### src/rtl/uart_pkt_pkg.sv
// Shared definitions for the UART packet parser: default start marker,
// FSM state encoding and the packet checksum helper.
// Build option: PKT_CHECKSUM_EN adds the S_CHK state (4-byte packets).
package uart_pkt_pkg;

    localparam logic [7:0] START_BYTE_DEF = 8'hAA;

    typedef enum logic [2:0] {
        S_HUNT   = 3'd0,
        S_CHAN   = 3'd1,
        S_DATA   = 3'd2,
`ifdef PKT_CHECKSUM_EN
        S_CHK    = 3'd4,
`endif
        S_COMMIT = 3'd3
    } state_t;

    // Packet checksum: channel id XOR data byte.
    function automatic logic [7:0] pkt_chk(input logic [7:0] ch, input logic [7:0] data);
        return ch ^ data;
    endfunction

endpackage

### src/rtl/uart_pkt_timeout.sv
// Inter-byte timeout: loadable down-counter. 'clear' reloads the full
// interval, 'enable' counts one idle clock, 'expired' is a single-cycle
// pulse on the enabled clock that exhausts the interval (never while clear).
module uart_pkt_timeout #(
    parameter int unsigned LOAD = 50000
) (
    input  logic clk,
    input  logic rst_n,
    input  logic clear,
    input  logic enable,
    output logic expired
);

    localparam int              CW     = $clog2(LOAD + 1);
    localparam logic [CW-1:0]   LOAD_V = CW'(LOAD);

    logic [CW-1:0] cnt_q;
    logic [CW-1:0] cnt_d;

    // A byte arriving on the same edge as expiry wins, hence the !clear term.
    assign expired = enable && !clear && (cnt_q == CW'(1));

    // Reload on clear or expiry, otherwise count down while enabled.
    always_comb begin
        cnt_d = cnt_q;
        if (clear || expired) begin
            cnt_d = LOAD_V;
        end else if (enable) begin
            cnt_d = cnt_q - CW'(1);
        end
    end

    // Counter register.
    always_ff @(posedge clk or negedge rst_n) begin
        if (!rst_n) begin
            cnt_q <= LOAD_V;
        end else begin
            cnt_q <= cnt_d;
        end
    end

endmodule

### src/rtl/uart_packet_parser.sv
// UART packet parser: frames START, CH_ID, DATA [, CHK] from the rx byte
// handshake, writes DATA into a per-channel register bank with a one-cycle
// update strobe, and keeps error / good-packet counters.
// Accepted bytes are registered first and interpreted by the FSM on the
// following clock, giving a 2-clock accept-to-update latency.
// Build option: define PKT_CHECKSUM_EN for 4-byte packets with checksum.
module uart_packet_parser
    import uart_pkt_pkg::*;
#(
    parameter int          NUM_CH         = 2,
    parameter logic [7:0]  START_BYTE     = START_BYTE_DEF,
    parameter int unsigned TIMEOUT_CYCLES = 50000
) (
    input  logic                  clk,
    input  logic                  rst_n,
    input  logic [7:0]            rx_data,
    input  logic                  rx_data_valid,
    output logic                  rx_data_ready,
    output logic [NUM_CH*8-1:0]   ch_data,
    output logic [NUM_CH-1:0]     ch_update,
    output logic                  pkt_err,
    output logic [7:0]            err_cnt,
    output logic [15:0]           pkt_cnt
);

    localparam logic [7:0] NUM_CH_B = 8'(NUM_CH);

    state_t      state_q, state_d;
    logic        rdy_q;
    logic [7:0]  byte_q;
    logic        byte_vld_q;
    logic [7:0]  ch_q;
    logic [7:0]  data_q;
    logic        pkt_err_q;
    logic [7:0]  err_cnt_q;
    logic [15:0] pkt_cnt_q;

    logic        accept;
    logic        ch_ok;
    logic        tmo_enable;
    logic        tmo_clear;
    logic        tmo_expired;
    logic        latch_ch;
    logic        latch_data;
    logic        commit;
    logic        error;

    assign accept = rx_data_valid && rdy_q;
    assign ch_ok  = (byte_q != 8'd0) && (byte_q <= NUM_CH_B);

`ifdef PKT_CHECKSUM_EN
    logic chk_ok;
    assign chk_ok = (byte_q == pkt_chk(ch_q, data_q));
`endif

    // Timer only runs while inside a packet; every accepted byte restarts it.
    assign tmo_enable = (state_q == S_CHAN) || (state_q == S_DATA)
`ifdef PKT_CHECKSUM_EN
                        || (state_q == S_CHK)
`endif
                        ;
    assign tmo_clear  = accept || !tmo_enable;

    uart_pkt_timeout #(
        .LOAD (TIMEOUT_CYCLES)
    ) u_timeout (
        .clk     (clk),
        .rst_n   (rst_n),
        .clear   (tmo_clear),
        .enable  (tmo_enable),
        .expired (tmo_expired)
    );

    // FSM state register.
    always_ff @(posedge clk or negedge rst_n) begin
        if (!rst_n) begin
            state_q <= S_HUNT;
        end else begin
            state_q <= state_d;
        end
    end

    // FSM next state: advance on each registered byte, abort on bad field or timeout.
    always_comb begin
        state_d = state_q;
        case (state_q)
            S_HUNT: begin
                if (byte_vld_q && (byte_q == START_BYTE)) state_d = S_CHAN;
            end
            S_CHAN: begin
                if (byte_vld_q)       state_d = ch_ok ? S_DATA : S_HUNT;
                else if (tmo_expired) state_d = S_HUNT;
            end
            S_DATA: begin
                if (byte_vld_q) begin
`ifdef PKT_CHECKSUM_EN
                    state_d = S_CHK;
`else
                    state_d = S_COMMIT;
`endif
                end else if (tmo_expired) begin
                    state_d = S_HUNT;
                end
            end
`ifdef PKT_CHECKSUM_EN
            S_CHK: begin
                if (byte_vld_q)       state_d = chk_ok ? S_COMMIT : S_HUNT;
                else if (tmo_expired) state_d = S_HUNT;
            end
`endif
            S_COMMIT: state_d = S_HUNT;
            default:  state_d = S_HUNT;
        endcase
    end

    // FSM outputs: field latches, commit strobe and error detection.
    always_comb begin
        latch_ch   = 1'b0;
        latch_data = 1'b0;
        commit     = 1'b0;
        error      = tmo_expired;
        case (state_q)
            S_CHAN: begin
                latch_ch = byte_vld_q;
                if (byte_vld_q && !ch_ok) error = 1'b1;
            end
            S_DATA: latch_data = byte_vld_q;
`ifdef PKT_CHECKSUM_EN
            S_CHK: begin
                if (byte_vld_q && !chk_ok) error = 1'b1;
            end
`endif
            S_COMMIT: commit = 1'b1;
            default: ;
        endcase
    end

    // Byte handshake, packet fields, error pulse and counters.
    always_ff @(posedge clk or negedge rst_n) begin
        if (!rst_n) begin
            rdy_q      <= 1'b1;
            byte_q     <= 8'd0;
            byte_vld_q <= 1'b0;
            ch_q       <= 8'd0;
            data_q     <= 8'd0;
            pkt_err_q  <= 1'b0;
            err_cnt_q  <= 8'd0;
            pkt_cnt_q  <= 16'd0;
        end else begin
            rdy_q      <= !accept;
            byte_vld_q <= accept;
            if (accept)     byte_q <= rx_data;
            if (latch_ch)   ch_q   <= byte_q;
            if (latch_data) data_q <= byte_q;
            pkt_err_q  <= error;
            if (error && (err_cnt_q != 8'hFF)) err_cnt_q <= err_cnt_q + 8'd1;
            if (commit) pkt_cnt_q <= pkt_cnt_q + 16'd1;
        end
    end

    // Per-channel register bank; the strobe rises with the data update.
    generate
        for (genvar gi = 0; gi < NUM_CH; gi++) begin : g_ch
            localparam logic [7:0] CH_ID = 8'(gi + 1);
            logic [7:0] data_reg_q;
            logic       upd_q;

            // Channel register and its update pulse.
            always_ff @(posedge clk or negedge rst_n) begin
                if (!rst_n) begin
                    data_reg_q <= 8'd0;
                    upd_q      <= 1'b0;
                end else begin
                    upd_q <= commit && (ch_q == CH_ID);
                    if (commit && (ch_q == CH_ID)) data_reg_q <= data_q;
                end
            end

            assign ch_data[gi*8 +: 8] = data_reg_q;
            assign ch_update[gi]      = upd_q;
        end
    endgenerate

    assign rx_data_ready = rdy_q;
    assign pkt_err       = pkt_err_q;
    assign err_cnt       = err_cnt_q;
    assign pkt_cnt       = pkt_cnt_q;

endmodule

### config.mk
export PLATFORM = sky130hd
export DESIGN_NAME = uart_packet_parser
export DESIGN_NICKNAME = d
export VERILOG_FILES = /design/src/rtl/uart_pkt_pkg.sv /design/src/rtl/uart_pkt_timeout.sv /design/src/rtl/uart_packet_parser.sv
export SDC_FILE = /design/constraint.sdc
export NUM_CORES = 1
export LEC_CHECK = 0
export BUFFER_PORTS_ARGS = -buffer_cell sky130_fd_sc_hd__clkbuf_2
export CAP_MARGIN = 20
export CORE_MARGIN = 3
export CORE_UTILIZATION = 51
export DETAILED_ROUTE_END_ITERATION = 6
export HOLD_SLACK_MARGIN = 0.05
export PLACE_DENSITY = 0.81
export SKIP_CTS_REPAIR_TIMING = 1
export SYNTH_ARGS = -nofsm -noshare
export SYNTH_HDL_FRONTEND = slang
export SYNTH_SLANG_ARGS = --single-unit
### constraint.sdc
create_clock -name clk -period 1.8 [get_ports clk]
set_input_delay 0.18 -clock clk [delete_from_list [all_inputs] [get_ports clk]]
set_output_delay 0.18 -clock clk [all_outputs]
set_load 0.03 [all_outputs]
==> results.yml, run 1 <==
run_status:
  status: "complete, but fails checks"
  violations: "setup timing"
critical_path:
  critPathKind: "reg2reg"
  path_cells: "or4_4 > nor4_4 > buf_6 > nand3b_2 > mux2_2"
  required_ns: 2.03
  critPathLaunch: "ch_q[2]"
  crit_path_max_incr_delay_ns: 0.54
  critical_path.slowest_cell: "or4_4"
  worst_setup_path_end_kind: "flop"
  worstPathArrival_ns: 2.24
  worstReg2RegStart: "ch_q[2]"
  start_kind: "flop"
  crit_path_max_fanout: 4
power_and_ir_drop:
  ir_worst_vdd_uv: 513
  powerDensity_mw_per_mm2: 704
  p_leak_nw: 2.45
route:
  routed_via_density: 5.26
  wl_microns: 7940
  dr.first_iter.drc_count: 116
  wl_per_cell_microns: 16.0
  drt_first_pass_iters: 4
  ant_nets: 0
  post-route-drc-count: 0
  vias: 2615
cts:
  cts_tree: "yes"
  clockRootBuffer: "clkbuf_8"
  cts_sinks: 88
  clk_pin_slew_ns: 0.09
  numCtsBuffers: 9
  cts_max_path_buffers: 2
  clkLatencyLatePin_ns: 0.35
  cts_max_level: 3
synth:
  synthAdderAreaFrac_pct: 1.32
  yosysMostFrequentCell: "dfrtp_1"
  syn_avg_cell_area_sq_um: 13.1
  synthCells: 289
  netlist_area_sq_mm: 0.00378
  synth_xor_area_share_pct: 7.64
  synth_top_family_by_area: "simple AND/OR/NAND/NOR gates"
  synth_cell_type_count: 46
  ys.flop_type: "dfrtp_1"
  ys_ff_latch: 88
  synth_nets: 304
  synth-seq-area-share_pct: 58.5
  synth_area_leaders: "dfrtp_1 54%, mux2_2 10%, dfstp_2 4.9%"
  ys_warn_count: 0
  yosys.area.top_type: "dfrtp_1"
  synth.top_cells.by_count: "81 x dfrtp_1, 34 x mux2_2, 21 x xnor2_1"
  synth_compound_area_share_pct: 2.02
  synth_top_area_share_pct: 53.6
  async_flop_share_pct: 100
  synth_edf_count: 0
  yosys-mux-area-fraction_pct: 12.8
  yosys.area_share.simple_pct: 15.9
sta:
  fin_crit_ns: 2.00
  finalSetupTns_ns: -3.41
  slew_headroom_pct: 66.8
  finalHoldViolations: 0
  fmax_mhz: 500
  fin_crit_sh_pct: 111
  setup_viol: 26
  fin_skew_ns: 0.0162
  tightest_slew_ns: 0.497
  drv_slew: 0
  holdWs_ns: 0.0637
  rsz0062_at_grt: "true"
  setup_ws_ns: -0.202
run:
  drv_cap: 0
global_route:
  grt_pass1_vias: 2679
  grt_max_degree: 39
  gr-total-overflow: 0
  track_usage_pct: 18.5
  antenna_found_initial: 0
  grt_pass1_wl_microns: 12600
final_layout:
  layout.nets: 411
  fin_util_pct: 71.2
  n_antenna_cell: 0
  area_growth_syn_to_layout_pct: 31.4
  fillers: 468
  design_area_sq_mm: 0.00497
  drive_gt1_share_pct: 50.1
die:
  core_sq_mm: 0.00698
  initial_utilization_pct: 54.2
  rows: 30
  die_x_microns: 92.1
  die-area_sq_mm: 0.00849
  io_pins: 55
  die_h_microns: 92.1
hold_path:
  holdCritPathClass: "in2reg"
  hold_start: "rx_data[7]"
place:
  dpl_cell_area_sq_mm: 0.00450
  routabilityCongestion: 0.849
  dp_slack_ns: -0.142
  io_buffer_count: 54
  hpwl_microns: 5230
[report_power, final]
| part | internal (W) | switching, W |
|---|---|---|
| clock | 0.000521 | 0.000729 |
| combinational | 0.0000999 | 0.000111 |
| sequential | 0.00201 | 0.0000276 |
[worst max-delay path: cells and delay by family (launching register included)]
kind	cells	cell delay, ns
AND/OR/NAND/NOR	3	1.01
multiplexers	1	0.31
buffers and inverters	1	0.17
flip-flops	1	0.39
[metrics by stage]
step	std cells	total power [W]
finish	497	0.00350
global route	497	0.00364
CTS	486	0.00351
detailed placement	470	0.00228
global placement	470	0.00227
floorplan	289	0.00214
[worst paths after layout]
check,end,slack [ns],depth (start not counted)
max,g_ch[0].data_reg_q[4],-0.20,5
min,byte_q[7],0.06,2
max reg2reg,g_ch[0].data_reg_q[4],-0.20,5
min reg2reg,pkt_cnt[15],0.48,1
max in group asynchronous,u_timeout.cnt_q[9],0.85,3
min in group asynchronous,err_cnt[4],0.33,2
[cell families (layout without fill, tap and decap cells)]
family                     Yosys count  in the layout
adders and majority gates            4              4
muxes                               43             43
buffers and inverters               15            125
DFF                                 88             88
other                                1              1
and+or+nand+nor                     94             96
xor gates and xnor gates            33             33
AOI/OAI and AO/OA                   11             11
[area by class of cell]
type / instances / area (sq um) / share of cell area, %
clock buffer: 10 / 128 / 2.57
clock inverter: 6 / 52.6 / 1.06
inverter: 8 / 30.0 / 0.604
multi-input combinational: 188 / 1770 / 35.7
sequential: 88 / 2210 / 44.5
tap: 96 / 120 / 2.42
timing repair buffer: 101 / 657 / 13.2
[metal layers]
| metal | global-route usage (%) | vias to the layer above | routed length (microns) | share of wire, % |
|---|---|---|---|---|
| met5 | 0 | - | 0 | 0 |
| met4 | 6.68 | 0 | 145 | 1.8 |
| met3 | 3.86 | 14 | 259 | 3.3 |
| met2 | 30.5 | 50 | 3990 | 50 |
| met1 | 24.2 | 1313 | 3540 | 45 |
| li1 | - | 1238 | - | - |
[placed cells by master, fill, tap and decap left out, types with 3 or more instances in the layout]
cell / count
inv_1: 7
dfrtp_1: 81
nand2_1: 19
nor2_1: 12
mux2_2: 34
nand4_1: 6
dfstp_2: 7
a21oi_1: 4
clkbuf_2: 53
nor3_4: 5
nand3_1: 6
ha_1: 4
xor2_1: 12
nor4_4: 6
or3_4: 5
buf_4: 41
xnor2_1: 20
mux2_4: 8
buf_6: 3
and3_1: 5
clkbuf_8: 9
or4_4: 3
dlygate4sd3_1: 3
[registers in the layout, summed over array words and instances (netlist names)]
register,count
g_ch.upd_q,2
g_ch.data_reg_q,16
data_q,8
rx_data_ready,1
state_q,3
ch_q,8
pkt_err,1
err_cnt,8
pkt_cnt,16
u_timeout.cnt_q,16
byte_q,8
byte_vld_q,1
Note: power is estimated with default switching activity, not from simulation.
==> run 2: changes to the inputs <==
Settings changed: PLACE_DENSITY 0.81 to default, PLACE_DENSITY_LB_ADDON from default to 0.15.
==> run 2 against run 1 <==
- worst setup slack better by 0.068 ns
- hold slack got worse by 0.0027 ns
- utilization rose by 0.13 points
- design area rose by 0.18%
- power is 2.6% higher
- sequential share of layout area down 0.053 points
- critical path type unchanged
- combinational power barely moved
- the run still ends with setup timing left
==> results.yml, run 2 (same netlist as run 1, synthesis figures left out) <==
cts:
  clockRootBuffer: "clkbuf_8"
  cts_max_path_buffers: 2
  numCtsBuffers: 9
  cts_sinks: 88
  clk_pin_slew_ns: 0.09
  clkLatencyLatePin_ns: 0.35
  cts_tree: "yes"
  cts_max_level: 3
final_layout:
  n_antenna_cell: 0
  drive_gt1_share_pct: 50.1
  seqCellArea_sq_mm: 0.00221
  area_growth_syn_to_layout_pct: 31.7
  instances_no_fill: 497
  multi_input_area_sq_mm: 0.00177
  mostFrequentLayoutCell: "dfrtp_1"
  layout_common_cells: "80 x dfrtp_1, 53 x clkbuf_2, 43 x buf_4, 34 x mux2_2, 21 x xnor2_1"
  layout.nets: 411
  fillers: 520
critical_path:
  crit_path_max_incr_delay_ns: 0.55
  r2r_slack_ns: -0.13
  start_kind: "flop"
  required_ns: 2.07
  worstReg2RegStart: "u_timeout.cnt_q[7]"
  r2r-end: "u_timeout.cnt_q[12]"
  crit_path_max_fanout: 4
  path_cells: "or4_4 > or3_4 > or3_1 > a21oi_1"
  critPathKind: "reg2reg"
  worst_setup_path_end_kind: "flop"
  reg2reg_depth: 4
  worstPathArrival_ns: 2.21
  critical_path.slowest_cell: "or4_4"
global_route:
  track_usage_pct: 17.6
  gr-total-overflow: 0
  grt_max_degree: 48
  antenna_found_initial: 0
  grt_pass1_vias: 2516
  grt_pass1_wl_microns: 12000
sta:
  fmax_mhz: 517
  finalHoldViolations: 0
  setup_viol: 19
  fin_skew_ns: 0.0115
  drv_slew: 0
  rsz0062_at_grt: "true"
  fin_crit_sh_pct: 107
  setup_ws_ns: -0.134
  fin_crit_ns: 1.93
route:
  ant_nets: 0
  drt_first_pass_iters: 4
  wl_per_cell_microns: 15.0
  vias: 2563
  dr.first_iter.drc_count: 105
  post-route-drc-count: 0
  routed_via_density: 5.16
  wl_microns: 7450
place:
  routabilityCongestion: 0.792
  hpwl_microns: 5020
  placed_cells: 474
  io_buffer_count: 54
  dp_slack_ns: -0.164
hold_path:
  holdCritPathClass: "in2reg"
  hold_path_depth: 2
  holdPathEnd: "byte_q[5]"
  hold_start: "rx_data[5]"
die:
  rows: 30
  core_sq_mm: 0.00698
  initial_utilization_pct: 54.2
  die-area_sq_mm: 0.00849
  die_x_microns: 92.1
  io_pins: 55
  die_h_microns: 92.1
run_status:
  status: "complete, but fails checks"
  violations: "setup timing"
run:
  drv_cap: 0
power_and_ir_drop:
  p_seq_share_pct: 56.7
  ir_worst_vdd_uv: 562
  pwr-share-clk_pct: 37.5
  powerDensity_mw_per_mm2: 722
  p_leak_nw: 2.54
  p_sw_w: 0.000848
  p_int_w: 0.00275
  swShare_pct: 23.6
  p_comb_share_pct: 5.8
==> run 2: changes by cell type in the layout (fill, tap and decap cells not counted), moves of 2 or more <==
| cell | delta |
|---|---|
| clkbuf_8 | +3 |
| nand3b_2 | -2 |
| nand3b_4 | +2 |
| nor3_4 | -2 |
| buf_4 | +2 |
==> run 2: metal layers <==
| metal | GRT usage, % | part of all wire (%) | routed length (microns) |
|---|---|---|---|
| met5 | 0 | 0 | 0 |
| met4 | 5.57 | 0.98 | 73 |
| met3 | 3.28 | 3.8 | 280 |
| met2 | 27.2 | 48 | 3570 |
| met1 | 25.4 | 47 | 3530 |
==> run 2: power by group through the flow <==
stage | Clock [W] | Sequential (W) | Combinational, W
after floorplan | 0 | 0.00209 | 0.0000551
after global placement | 0 | 0.00207 | 0.000195
after detailed placement | 0 | 0.00207 | 0.000198
after CTS | 0.00138 | 0.00204 | 0.000199
after global routing | 0.00145 | 0.00205 | 0.000231
final | 0.00135 | 0.00204 | 0.000208
==> run 2: stage by stage <==
step	cell area [sq um]	power [W]	hold WS (ns)	setup TNS (ns)	utilization (%)
finish	4980	0.00359	0.0611	-1.05	71.3
global route	4980	0.00373	0.0574	-2.80	71.3
global placement	4530	0.00227	0.0843	-1.89	64.9
CTS	4730	0.00361	-0.294	-3.17	67.7
detailed placement	4530	0.00227	0.0860	-2.82	64.9
floorplan	3850	0.00214	-0.116	-0.201	-
==> run 2: final cells by class <==
cell class,count,share of cell area (%)
sequential,88,44.4
inverter,8,0.603
clock buffer,12,3.32
clock inverter,4,0.729
tap,96,2.41
timing repair buffer,101,13.1
multi-input combinational,188,35.5
==> run 2: worst max path at each step <==
stage,start,to,slack (ns),depth (start not counted)
after floorplan,u_timeout.cnt_q[0],u_timeout.cnt_q[15],-0.07,6
after global placement,u_timeout.cnt_q[0],u_timeout.cnt_q[15],-0.11,5
after detailed placement,u_timeout.cnt_q[0],u_timeout.cnt_q[15],-0.16,5
after CTS,u_timeout.cnt_q[0],u_timeout.cnt_q[15],-0.17,5
after global routing,u_timeout.cnt_q[5],err_cnt[7],-0.25,5
final,u_timeout.cnt_q[7],u_timeout.cnt_q[12],-0.13,4
==> run 2: critical path: cells and delay by family (launching register included) <==
kind               cells  cell delay (ns)
and+or+nand+nor        3             1.30
DFF                    1             0.43
AOI/OAI and AO/OA      1             0.14
==> run 3: changes to the inputs <==
Settings changed: REMOVE_ABC_BUFFERS from default to 1.
==> run 3 against run 2 <==
- the flow still finishes with violations (setup timing)
- first-iteration DRC count decreased by 12%
- critical path type unchanged
- largest power group unchanged
- via count increased by 1.1%
- sequential power about the same
- clock skew increased by 0.0067 ns
- count of clock-buffer cells in the layout decreased by 3
- critical path depth increased by 1
- hold slack improved by 0.0023 ns
- design area increased by 0.23%
==> results.yml, run 3 (same netlist as run 1, synthesis figures left out) <==
run_status:
  status: "complete, but fails checks"
  violations: "setup timing"
critical_path:
  critPathKind: "reg2reg"
  endpoint: "u_timeout.cnt_q[12]"
  start_kind: "flop"
  worst_setup_path_end_kind: "flop"
  required_ns: 2.08
  critPathLaunch: "u_timeout.cnt_q[7]"
  crit_path_max_fanout: 4
  r2r_slack_ns: -0.16
  worstReg2RegStart: "u_timeout.cnt_q[7]"
  worstPathArrival_ns: 2.24
  r2r-end: "u_timeout.cnt_q[12]"
  reg2reg_depth: 5
sta:
  tightest_slew_ns: 0.547
  fmax_mhz: 509
  fin_crit_sh_pct: 109
  drv_slew: 0
  slew_headroom_pct: 63.3
  fin_crit_ns: 1.96
  finalHoldViolations: 0
  fin_skew_ns: 0.0182
  setup_ws_ns: -0.165
  rsz0062_at_grt: "true"
  setup_viol: 29
power_and_ir_drop:
  fin_total_pwr_w: 0.00373
  powerDensity_mw_per_mm2: 748
  ir_worst_vdd_uv: 569
  p_leak_nw: 2.50
route:
  routed_via_density: 5.14
  dr.first_iter.drc_count: 92
  ant_nets: 0
  wl_microns: 7320
  vias: 2592
  drt_first_pass_iters: 4
  wl_per_cell_microns: 14.5
  post-route-drc-count: 0
global_route:
  gr-total-overflow: 0
  grt_max_degree: 44
  antenna_found_initial: 0
  track_usage_pct: 18.2
  grt_pass1_wl_microns: 12300
  grt_pass1_vias: 2604
run:
  drv_cap: 0
final_layout:
  multi_input_area_sq_mm: 0.00169
  drive_gt1_share_pct: 50.5
  seqCellArea_sq_mm: 0.00221
  fillers: 489
  mostFrequentLayoutCell: "dfrtp_1"
  layout.nets: 419
  layout_common_cells: "81 x dfrtp_1, 53 x clkbuf_2, 51 x buf_4, 34 x mux2_2"
  n_antenna_cell: 0
  area_growth_syn_to_layout_pct: 32.0
cts:
  numCtsBuffers: 9
  clockRootBuffer: "clkbuf_8"
  clk_pin_slew_ns: 0.10
  clkLatencyLatePin_ns: 0.35
  cts_max_path_buffers: 2
  cts_tree: "yes"
  cts_max_level: 3
  cts_sinks: 88
die:
  rows: 30
  io_pins: 55
  initial_utilization_pct: 54.2
  die_h_microns: 92.1
  die-area_sq_mm: 0.00849
  core_sq_mm: 0.00698
  die_x_microns: 92.1
hold_path:
  hold_path_depth: 2
  holdCritPathClass: "in2reg"
place:
  io_buffer_count: 54
  routabilityCongestion: 0.747
  dp_slack_ns: -0.284
  hpwl_microns: 5130
==> run 3: final cells by class <==
| cell class | instances | area share (%) |
|---|---|---|
| timing repair buffer | 111 | 14.6 |
| inverter | 8 | 0.602 |
| tap | 96 | 2.41 |
| sequential | 88 | 44.3 |
| multi-input combinational | 186 | 33.8 |
| clock inverter | 6 | 1.86 |
| clock buffer | 9 | 2.48 |
==> run 3: power breakdown <==
part           switching (W)  total (W)  internal, W
logic               0.000109   0.000212     0.000103
clock network       0.000706    0.00149     0.000781
registers          0.0000229    0.00204      0.00201
==> run 3: critical path, cell delays in order, from the launching register on <==
cell	delay (ns)
dfrtp_1	0.39
buf_4	0.14
or4_4	0.51
or3_4	0.38
or3_4	0.38
a21oi_2	0.11
==> run 3: worst min path at each step <==
stage	from	endpoint
after floorplan	rst_n	byte_q[0]
after global placement	rst_n	u_timeout.cnt_q[11]
after CTS	rst_n	pkt_cnt[7]
after global routing	rx_data[7]	byte_q[7]
after detailed placement	rst_n	u_timeout.cnt_q[10]
final	rx_data[7]	byte_q[7]
==> run 3: per-stage QoR <==
stage | cells | util, % | hold WS, ns | TNS, ns | instance area (sq um)
final | 504 | 71.5 | 0.0634 | -1.87 | 4990
after global routing | 504 | 71.5 | 0.0488 | -4.39 | 4990
after CTS | 499 | 68.0 | -0.182 | -3.42 | 4740
after detailed placement | 484 | 64.9 | 0.203 | -2.91 | 4530
after global placement | 484 | 64.9 | 0.204 | -2.52 | 4530
after floorplan | 282 | - | -0.116 | -0.698 | 3740
==> run 3: layer usage <==
metal,GRT usage (%),part of all wire (%)
met5,0,0
met4,7.43,1.5
met3,3.36,2.9
met2,29.1,50
met1,24.6,46
